<file path="src/rtl/lane_serializer.sv">
// Frame-to-lane serializer: captures a MSG_SIZE-bit frame and emits it LANES bits per beat.
// Define SERIALIZER_PARITY_EN to append an even-parity beat after the last data beat.
module lane_serializer #(
   parameter int MSG_SIZE = 64,
   parameter int LANES    = 1
) (
   input  logic                clk,
   input  logic                rst_n,
   input  logic                ena,
   input  logic [MSG_SIZE-1:0] iData_in,
   input  logic                iValid,
   input  logic                iLsbFirst,
   output logic                oReady,
   output logic [LANES-1:0]    oData_out,
   output logic                oData_flag,
   output logic                oDone
);

   localparam int BEATS = MSG_SIZE / LANES;
   localparam int CNT_W = $clog2(BEATS + 1);

   generate
      if ((MSG_SIZE < 2) || (LANES < 1) || ((MSG_SIZE % LANES) != 0)) begin : g_bad_cfg
         $error("lane_serializer: MSG_SIZE must be >= 2 and a multiple of LANES");
      end
   endgenerate

`ifdef SERIALIZER_PARITY_EN
   typedef enum logic [1:0] {IDLE, SHIFT, PARITY} state_t;
   logic par_q;
`else
   typedef enum logic {IDLE, SHIFT} state_t;
`endif

   state_t              state;
   logic [CNT_W-1:0]    cnt;
   logic [MSG_SIZE-1:0] shreg;
   logic                lsb_q;

   // The beat leaving the frame is always at the end the order points to.
   function automatic logic [LANES-1:0] head_beat(input logic [MSG_SIZE-1:0] d,
                                                  input logic lsb);
      return lsb ? d[LANES-1:0] : d[MSG_SIZE-1 -: LANES];
   endfunction

   function automatic logic [MSG_SIZE-1:0] drop_beat(input logic [MSG_SIZE-1:0] d,
                                                     input logic lsb);
      return lsb ? (d >> LANES) : (d << LANES);
   endfunction

   assign oReady = (state == IDLE);

   always_ff @(posedge clk) begin
      if (!rst_n) begin
         state      <= IDLE;
         cnt        <= '0;
         shreg      <= '0;
         lsb_q      <= 1'b0;
         oData_out  <= '0;
         oData_flag <= 1'b0;
         oDone      <= 1'b0;
`ifdef SERIALIZER_PARITY_EN
         par_q      <= 1'b0;
`endif
      end else begin
         oDone <= 1'b0;
         if (ena) begin
            case (state)
               IDLE: begin
                  if (iValid) begin
                     // Beat 0 goes out on the capture edge; the register keeps the rest.
                     oData_out  <= head_beat(iData_in, iLsbFirst);
                     oData_flag <= 1'b1;
                     shreg      <= drop_beat(iData_in, iLsbFirst);
                     lsb_q      <= iLsbFirst;
                     cnt        <= CNT_W'(BEATS - 1);
                     state      <= SHIFT;
`ifdef SERIALIZER_PARITY_EN
                     par_q      <= ^iData_in;
`endif
                  end
               end
               SHIFT: begin
                  if (cnt != '0) begin
                     oData_out <= head_beat(shreg, lsb_q);
                     shreg     <= drop_beat(shreg, lsb_q);
                     cnt       <= cnt - CNT_W'(1);
                  end else begin
`ifdef SERIALIZER_PARITY_EN
                     oData_out <= {LANES{par_q}};
                     state     <= PARITY;
`else
                     oData_out  <= '0;
                     oData_flag <= 1'b0;
                     oDone      <= 1'b1;
                     state      <= IDLE;
`endif
                  end
               end
`ifdef SERIALIZER_PARITY_EN
               PARITY: begin
                  oData_out  <= '0;
                  oData_flag <= 1'b0;
                  oDone      <= 1'b1;
                  state      <= IDLE;
               end
`endif
               default: state <= IDLE;
            endcase
         end
      end
   end

endmodule

</file>
<file path="config.mk">
export PLATFORM = sky130hd
export DESIGN_NAME = lane_serializer
export DESIGN_NICKNAME = d
export VERILOG_FILES = /design/src/rtl/lane_serializer.sv
export SDC_FILE = /design/constraint.sdc
export NUM_CORES = 1
export LEC_CHECK = 0
export BUFFER_PORTS_ARGS = -buffer_cell sky130_fd_sc_hd__buf_2
export CORE_AREA = 2 2 123 125
export CTS_CLUSTER_DIAMETER = 120
export CTS_CLUSTER_SIZE = 20
export DETAILED_ROUTE_END_ITERATION = 7
export DIE_AREA = 0 0 125 127
export GPL_TIMING_DRIVEN = 0
export PLACE_DENSITY = 0.58
export SLEW_MARGIN = 20
export SYNTH_ARGS = -nofsm -noshare
export SYNTH_HDL_FRONTEND = slang
export SYNTH_SLANG_ARGS = --single-unit
export TNS_END_PERCENT = 1
</file>
<file path="constraint.sdc">
create_clock -name clk -period 1.6 [get_ports clk]
set_input_delay 0.32 -clock clk [delete_from_list [all_inputs] [get_ports clk]]
set_output_delay 0.32 -clock clk [all_outputs]
set_load 0.02 [all_outputs]
</file>
Word-level counts from Yosys, hierarchy flattened
Index checks and enable logic that the tools add are counted.
- register bits: 76
- input bits: 69
- word-level logic and storage cells: 38
- add/subtract/negate cells: 1
- equality and inequality tests: 3
- muxes and demuxes: 20
- bitwise operators: 1
- reductions and logical operators: 6
- operators by type and width (cell ; count):
    64-bit two-way mux ; 4
    64-bit case mux with 2 select lines ; 1
    7-bit two-way mux ; 2
    7-bit case mux with 2 select lines ; 1
    3-bit AND reduction ; 4
    1-bit two-way mux ; 9
    7-bit nonzero test ; 1
    7-bit by 1-bit subtractor with 7-bit output, second input constant ; 1
    1-bit case mux with 2 select lines ; 3
    2-bit inequality test, second input constant ; 2
    2-bit by 1-bit inequality test with 1-bit output, second input constant ; 1
    2-bit AND reduction ; 1
    1-bit NOT ; 1

Logic depth before layout (Yosys ltp)
Gate-level depths: netlist (run 1).
- word-level depth: 3
- gate-level depth with buffers: 8
- gate-level depth less buffers: 6

Worst setup path before layout (run 1)
OpenSTA, ideal clock, no wires.
- kind: register -> register
- start: register cnt[0]
- end: register shreg[63]
- library setup time: 0.132 ns
- arrival time: 1.428 ns
- required time: 1.468 ns
- slack: 0.040 ns
- cell stages (with the launch flop): 8
- buffers on the path: 1
- period minus slack after synthesis: 1.560 ns
- path through: dfxtp_1 > inv_1 > ha_1 > nor3b_4 > a31o_2 > buf_8 > a221oi_1 > nor3_1
- cells in the longest elaborated chain, start to end: 3
- RTL lines (element ; line ; source):
    start, declared ; 36 ; logic [CNT_W-1:0] cnt;
    start signal, assigned ; 76 ; cnt <= CNT_W'(BEATS - 1);
    start signal, assigned ; 87 ; cnt <= cnt - CNT_W'(1);
    7-bit nonzero test ; 84 ; if (cnt != '0) begin
    2-bit by 1-bit inequality test with 1-bit output (no line) ; - ;
    3-bit AND reduction (no line) ; - ;
    end signal, assigned ; 74 ; shreg <= drop_beat(iData_in, iLsbFirst);
    end signal, assigned ; 86 ; shreg <= drop_beat(shreg, lsb_q);
    end, declared ; 37 ; logic [MSG_SIZE-1:0] shreg;
No other way between the ends.
A chain may end at the register's enable or synchronous reset.

Final worst setup path (run 1)
- start: register cnt[1]
- end: register cnt[4]
- cells in the longest elaborated chain, start to end: 3
- elaborated cells on any way between the ends: 6
- those cells by class: 1 x add/sub; 1 x eq/ne; 2 x mux; 2 x reduce/logical
- RTL lines (element ; line):
    7-bit by 1-bit subtractor with 7-bit output or 7-bit nonzero test (tied branches) ; 87, 84
    7-bit two-way mux or 2-bit by 1-bit inequality test with 1-bit output (tied branches) ; -
    7-bit case mux with 2 select lines or 3-bit AND reduction (tied branches) ; -
Several ways; a longest one is shown, not always the timed one. The select of a mux whose other input is x is not followed.

==> results by group, run 1 <==
Floorplanning
  – Initial Utilization: between 30% and 40%
  – Vert. Die Dim: 127 um
  – Core area: approximately 14000 um^2
  – Ports: 73
  – Die area: between 15000 and 20000 um^2
  – Row count: 44
  – Die width: 125 um

Global route
  – GRT overflow: 0
  – First-pass GRT wire length: 23300 um
  – GRT Overall Usage: 17.8%
  – Largest net degree at the start of global routing: 13
  – Initial antenna violation count: 0
  – Vias in the first global route: 4832

Clocking
  – Clock root cell: clkbuf_16
  – H-tree depth: 3
  – Max Root-Sink Buffers: 2
  – Clk sinks: 76
  – CTS Buf Count: 9
  – Clk Latency, worst-skew pair: roughly 350 ps
  – Clock transition at path regs: around 60 ps
  – CTS tree: yes

Final layout
  – Nets: 799
  – Finished Layout Cells: 917
  – Most frequent cells in the layout: 162 x nand2_1, 126 x mux2i_1, 77 x buf_2, 72 x dfxtp_1, 51 x nand3_1
  – Number of diodes: 0
  – Number of fill cells: 1457
  – Layout Area Growth over Synthesis: 26.8%
  – Commonest non-fill, non-tap cell in the layout: nand2_1
  – Layout cell share with drive strength beyond 1: approximately 33%
  – Fin util: 44.1%

Hold path
  – Hold Crit Depth: 2
  – Hold Startpoint: ena
  – Hold Crit Class: in -> reg

Pwr
  – NetSw: between 1.5 and 2 mW
  – Maximum VDD drop: about 0.00039 V
  – Clock power frac: 36.8%
  – Sw Share: 30.1%
  – Internal power: 3.96 mW
  – Flop pwr share: about two fifths
  – Pleak: 2.59 nW
  – Combinational power share: 24.9%
  – Pwr dens: approximately 890 nW/um^2

Logic synthesis
  – Simple-gate share of the synthesized area: 25.0%
  – Synth Area in Compound Gates: 11.9%
  – Distinct cells, synth: 40
  – Adder-Cell Fraction of Synth Area: 0.499%
  – Largest family of logic cells by synthesized area: multiplexers
  – Synthesized cell area: 5020 um^2
  – Syn Area/Cell: just under 8 um^2
  – Flops & latches, synth: 76
  – Synth Net Count: 703
  – Warnings from Yosys: 0
  – Mapped Cells: 632
  – Seq/Total Area, Yosys: 30.3%
  – Post-Synth XOR/XNOR Area: 0%
  – Mux cell area share after synthesis: 25.6%

STA
  – Max Transition Viols Final: 0
  – Final period util: 103%
  – Setup Skew: about 6.2 ps
  – FMAX: slightly above 0.6 GHz
  – Final Hold Viols: 0
  – Post-layout worst setup margin: -50.2 ps
  – RSZ-0062 raised after global routing: true
  – Slew at the pin closest to its max-slew limit: 706 ps
  – TNS Setup: -283 ps
  – Slew headroom: 53.0%
  – Setup Viol. Count Final: 12
  – Clock period minus worst slack: 1650 ps

Critical path
  – Crit-path max cell delay: roughly 340 ps
  – WP data arrival: 1890 ps
  – Crit end category: flip-flop
  – Critical Path RT: 1840 ps
  – Cells along the critical path: inv_4 > ha_4 > nor3b_4 > a31o_4 > buf_12 > buf_6 > a21oi_2 > o211a_1
  – Worst path slowest cell: dfxtp_2
  – Worst Setup Path Type: reg -> reg
  – Worst reg2reg path depth: 8
  – FF-to-FF Start: cnt[1]
  – Crit path from: cnt[1]
  – Worst Path Max Fanout: 6
  – Type of origin of the critical path: flip-flop

Drt
  – Drt total wl: 14100 um
  – Residual DRC: 0
  – Met2 WL: 6830 um
  – Routed met3 length: 526 um
  – First-pass iteration count of the detailed router: 4
  – DRT iter0 DRCs: 301
  – Detailed-route wire length on metal 1: approximately 6400 um
  – Vias per cell: 5.24
  – Via count: 4802
  – Top Metal Used: met4
  – WL/cell: 15.4 um
  – Post-DRT Antenna Nets: 0

Placed design
  – Hpwl dp: between 9000 and 10000 um
  – Routability cong.: about 0.84
  – Placed cells: roughly 900
  – IO buf count: 71

Run
  – Maxcap violations: 0

Outcome
  – Outcome: complete, but fails checks
  – Failing checks: setup timing
-- stage by stage --
stage	setup WS [ps]	power, mW	hold slack (ps)	instance area, um^2
2_1_floorplan	40.3	3.04	409	5020
3_3_place_gp	-311	3.36	460	5600
3_5_place_dp	-346	3.39	469	5600
4_1_cts	-17.6	5.61	257	6180
5_1_grt	-101	5.94	284	6360
6_report	-50.2	5.67	274	6360
-- flip-flops by register name, indices dropped and copies added (netlist names) --
register / count
oData_out: 1
lsb_q: 1
oDone: 1
oData_flag: 1
cnt: 7
state: 1
shreg: 64
-- per-layer routing --
| layer | GRT usage, % | vias to the layer above |
|---|---|---|
| met4 | 7.39 | 0 |
| met3 | 2.76 | 17 |
| li1 | - | 2364 |
| met5 | 0 | - |
| met1 | 22.8 | 2323 |
| met2 | 30.1 | 98 |
-- critical path, delay by kind of cell, from the launching register on --
kind                     cells  cell delay, ps
adder cells (fa/ha/maj)      1             130
AND/OR/NAND/NOR              1             260
AO/OA/AOI/OAI                3             500
flip-flops                   1             340
buffers and inverters        3             330
-- final cells by class --
type / count / area, um^2 / share of cell area, %
Multi-Input combinational cell: 498 / 3320 / 52.2
Buffer: 53 / 433 / 6.80
Inverter: 5 / 21.3 / 0.334
Sequential cell: 76 / 1530 / 24.0
Timing Repair Buffer: 85 / 531 / 8.33
Tap cell: 184 / 230 / 3.62
Clock inverter: 5 / 50.0 / 0.786
Clock buffer: 11 / 253 / 3.97
-- path summary, 6_finish.rpt --
kind	to	slack (ps)
max	cnt[4]	-50
min	oData_out	270
max reg2reg	cnt[4]	-50
min reg2reg	shreg[15]	480
-- cell usage after synthesis --
cell type  instances  area, um^2
o21a_1             2        15.0
nor3b_1            1        7.51
a211oi_1           1        7.51
a221oi_1           2        17.5
buf_1              2        7.51
nor2b_1            1        6.26
mux2_2             2        22.5
a31oi_1            2        12.5
nor2_1             7        26.3
a21oi_1           44         220
buf_8              1        15.0
or2_2              1        6.26
buf_4              9        67.6
o21ai_1            1        5.00
nand2_1          162         608
nand3_1           65         325
inv_1              4        15.0
inv_2              1        3.75
nand3b_1           1        7.51
nor3b_4            1        18.8
nand2_2           30         188
ha_1               2        25.0
o31a_1             1        8.76
buf_2             18        90.1
o211a_1            2        20.0
buf_12             3        60.1
and3_1             1        6.26
a311oi_1           1        8.76
nor3_1             3        15.0
nand4_1            2        12.5
mux2i_1          126        1260
dfxtp_1           76        1520
nor3_4             1        16.3
a31o_2             1        8.76
a31oi_2            1        12.5
a21oi_2           27         236
o21ai_0            5        25.0
or3_1              1        6.26
clkbuf_1          20        75.1
nand2b_1           1        6.26
-- power groups by stage --
stage	clock [mW]	combinational, mW	sequential (mW)
after floorplan	0	0.864	2.17
after global placement	0	1.17	2.20
after detailed placement	0	1.19	2.20
after CTS	2.12	1.33	2.16
after global routing	2.20	1.55	2.18
final	2.09	1.41	2.17
-- logic make-up after synthesis --
| logic type | after synthesis |
|---|---|
| mux | 128 |
| compound gates | 90 |
| fa+ha+maj | 2 |
| buf+inv | 58 |
| flops | 76 |
| simple gates | 278 |
-- timing repair --
item                       in CTS  in global routing
setup buffers                   8                  4
pin swaps                       6                 14
hold endpoints to repair        0                  0
hold buffers                    0                  0
cloned                          2                  0
setup endpoints to repair      74                 71
resized for setup              49                 45
Note: power is estimated with default switching activity, not from simulation.
==> run 2: changes to the inputs <==
--- a/config.mk
+++ b/config.mk
@@ -12,7 +12,7 @@
 export DETAILED_ROUTE_END_ITERATION = 7
 export DIE_AREA = 0 0 125 127
 export GPL_TIMING_DRIVEN = 0
-export PLACE_DENSITY = 0.58
+export PLACE_DENSITY = 0.56
 export SLEW_MARGIN = 20
 export SYNTH_ARGS = -nofsm -noshare
 export SYNTH_HDL_FRONTEND = slang
==> constraint.sdc (replaced) <==
create_clock -name clk -period 1.9 [get_ports clk]
set_input_delay 0.38 -clock clk [delete_from_list [all_inputs] [get_ports clk]]
set_output_delay 0.38 -clock clk [all_outputs]
set_load 0.02 [all_outputs]
==> run 2 against run 1 <==
The flow now finishes without violations. Combinational power fell by 28%. Core utilization fell by 3.0 points. Non-clock buffer count fell by 14. Cell area fell by 6.8%. Sequential power fell by 16%. Final cell count fell by 1.5%. Maximum frequency fell by 6.5%. Die area did not move. Highest routed layer unchanged.
==> results by group, run 2 (synthesized netlist as in run 1, its figures left out) <==
Floorplanning
  – Die width: 125 um (unchanged)
  – Vert. Die Dim: 127 um (unchanged)
  – Initial Utilization: 34.8% (unchanged)
  – Die area: 15900 um^2 (unchanged)
  – Row count: 44 (unchanged)
  – Core area: 14400 um^2 (unchanged)
  – Ports: 73 (unchanged)

Critical path
  – FF-to-FF Start: cnt[0] (was cnt[1])
  – RR Endpoint: shreg[8] (was cnt[4])
  – Type of origin of the critical path: flip-flop (unchanged)
  – Worst Path Max Fanout: 10 (was 6)
  – Worst reg2reg path depth: 7 (was 8)
  – Worst Setup Path Type: reg -> reg (unchanged)
  – WP data arrival: 2040 ps (was 1890 ps)
  – R2R Setup Slk: 130 ps (was -50 ps)
  – Crit end category: flip-flop (unchanged)
  – Critical Path RT: 2170 ps (was 1840 ps)

Placed design
  – Routability cong.: 0.806 (was 0.839)
  – Hpwl dp: 9980 um (about the same)
  – IO buf count: 71 (unchanged)
  – Placed cells: 887 (unchanged)

Clocking
  – Max Root-Sink Buffers: 2 (unchanged)
  – CTS Buf Count: 9 (unchanged)
  – Clock root cell: clkbuf_16 (unchanged)
  – Clk Latency, worst-skew pair: 340 ps (was 350 ps)
  – Clk sinks: 76 (unchanged)
  – H-tree depth: 3 (unchanged)
  – Post-CTS setup buffers: 0 (was 8)
  – Clock transition at path regs: 60 ps (about the same)
  – CTS tree: yes (unchanged)

Final layout
  – Biggest regs: shreg x64, cnt x7 (unchanged)
  – Layout cell share with drive strength beyond 1: 25.6% (was 33.3%)
  – Largest register FFs: 64 (unchanged)
  – Most frequent cells in the layout: 162 x nand2_1, 126 x mux2i_1, 88 x buf_2, 76 x dfxtp_1, 65 x nand3_1 (was 162 x nand2_1, 126 x mux2i_1, 77 x buf_2, 72 x dfxtp_1, 51 x nand3_1)
  – Nets: 785 (was 799)
  – Commonest non-fill, non-tap cell in the layout: nand2_1 (unchanged)
  – Finished Layout Cells: 903 (was 917)
  – Layout Area Growth over Synthesis: 18.2% (was 26.8%)
  – Number of diodes: 0 (unchanged)
  – Top reg by flops: shreg (unchanged)

Drt
  – WL/cell: 14.8 um (was 15.4 um)
  – Post-DRT Antenna Nets: 0 (unchanged)
  – DRT iter0 DRCs: 239 (was 301)
  – Via count: 4631 (was 4802)
  – Residual DRC: 0 (unchanged)
  – Vias per cell: 5.13 (was 5.24)
  – First-pass iteration count of the detailed router: 5 (was 4)
  – Drt total wl: 13300 um (was 14100 um)

Outcome
  – Outcome: completed (was complete, but fails checks)

STA
  – Setup Skew: 7.67 ps (was 6.24 ps)
  – Slew at the pin closest to its max-slew limit: 708 ps (was 706 ps)
  – Final Hold Viols: 0 (unchanged)
  – Slew headroom: 52.8% (was 53.0%)
  – Final period util: 92.9% (was 103%)
  – Setup Viol. Count Final: 0 (was 12)
  – FMAX: 0.567 GHz (was 0.606 GHz)
  – RSZ-0062 raised after global routing: true (unchanged)
  – Clock period minus worst slack: 1770 ps (was 1650 ps)
  – Max Transition Viols Final: 0 (unchanged)

Hold path
  – Hold Crit Class: in -> reg (unchanged)
  – Hold EP: oData_out (unchanged)
  – Hold Crit Depth: 2 (unchanged)
  – Hold Startpoint: ena (unchanged)

Global route
  – Vias in the first global route: 4672 (was 4832)
  – Initial antenna violation count: 0 (unchanged)
  – GRT overflow: 0 (unchanged)
  – GRT Overall Usage: 16.9% (was 17.8%)
  – Largest net degree at the start of global routing: 13 (unchanged)
  – First-pass GRT wire length: 22400 um (was 23300 um)

Pwr
  – Pleak: 2.41 nW (was 2.59 nW)
  – Pwr dens: 774 nW/um^2 (was 891 nW/um^2)
  – Maximum VDD drop: 0.000457 V (was 0.000385 V)
  – Final Power: 4.59 mW (was 5.67 mW)

Run
  – Maxcap violations: 0 (unchanged)
run 2: changes by cell type in the layout (fill, tap and decap cells not counted), moves of 4 or more:
cell	delta
buf_8	-6
buf_2	+11
clkbuf_1	+9
a21oi_2	-8
dfxtp_2	-4
buf_4	-9
clkbuf_2	-9
nand3_1	+14
a21oi_1	+8
dfxtp_1	+4
buf_6	-8
nand3_2	-14
run 2: cell type report:
| type | instances | area (um^2) |
|---|---|---|
| clock buffer | 12 | 256 |
| inverter | 5 | 18.8 |
| buffer | 53 | 320 |
| fill | 1496 | 8490 |
| clock inverter | 4 | 47.5 |
| timing repair buffer | 71 | 355 |
| sequential | 76 | 1520 |
| tap | 184 | 230 |
| multi-input combinational | 498 | 3180 |
run 2: worst max-delay path, cell delays in order, from the launching register on:
cell and delay [ps]:
dfxtp_1 370, inv_1 80, ha_1 210, nor3b_4 180, a31oi_4 310, buf_2 300, nand3_1 130, a21oi_2 120
run 2: where the power goes:
| group | switching, mW | leakage, nW | total (mW) | internal, mW |
|---|---|---|---|---|
| Clock | 0.670 | 0.149 | 1.75 | 1.08 |
| Sequential | 0.107 | 0.623 | 1.82 | 1.71 |
| Combinational | 0.587 | 1.64 | 1.01 | 0.425 |
| Total | 1.36 | 2.41 | 4.59 | 3.22 |
run 2: repair_timing:
item / in CTS / in global routing
endpoints found under the setup margin: 67 / 50
hold buffers: 0 / 0
pin swaps: 0 / 1
gates resized for setup: 1 / 6
run 2: layer usage:
| layer | wire length, um | vias up | part of all wire [%] | track usage (%) |
|---|---|---|---|---|
| li1 | - | 2332 | - | - |
| met5 | 0 | - | 0 | 0 |
| met3 | 475 | 15 | 3.6 | 2.93 |
| met1 | 6130 | 2186 | 46 | 21.1 |
| met2 | 6550 | 98 | 49 | 30.2 |
| met4 | 187 | 0 | 1.4 | 4.58 |
run 2: per-stage QoR:
step	util, %	area [um^2]	setup TNS [ps]	setup WS, ps	hold WS, ps
global placement	38.9	5600	-65.4	-27.2	462
finish	41.1	5930	0	135	337
global route	41.1	5930	-62.6	-26.4	345
CTS	41.0	5920	0	45.0	324
floorplan	-	5020	0	340	444
detailed placement	38.9	5600	-3970	-101	468
run 2: how the worst max path moves through the flow:
stage                end  slack (ps)    from  depth (start not counted)
2_1_floorplan  shreg[63]         340  cnt[0]                          7
3_3_place_gp   shreg[12]         -30  cnt[0]                          7
3_5_place_dp   shreg[14]        -100  cnt[0]                          7
4_1_cts           oReady          40   state                          4
5_1_grt         shreg[0]         -30  cnt[0]                          7
6_report        shreg[8]         130  cnt[0]                          7
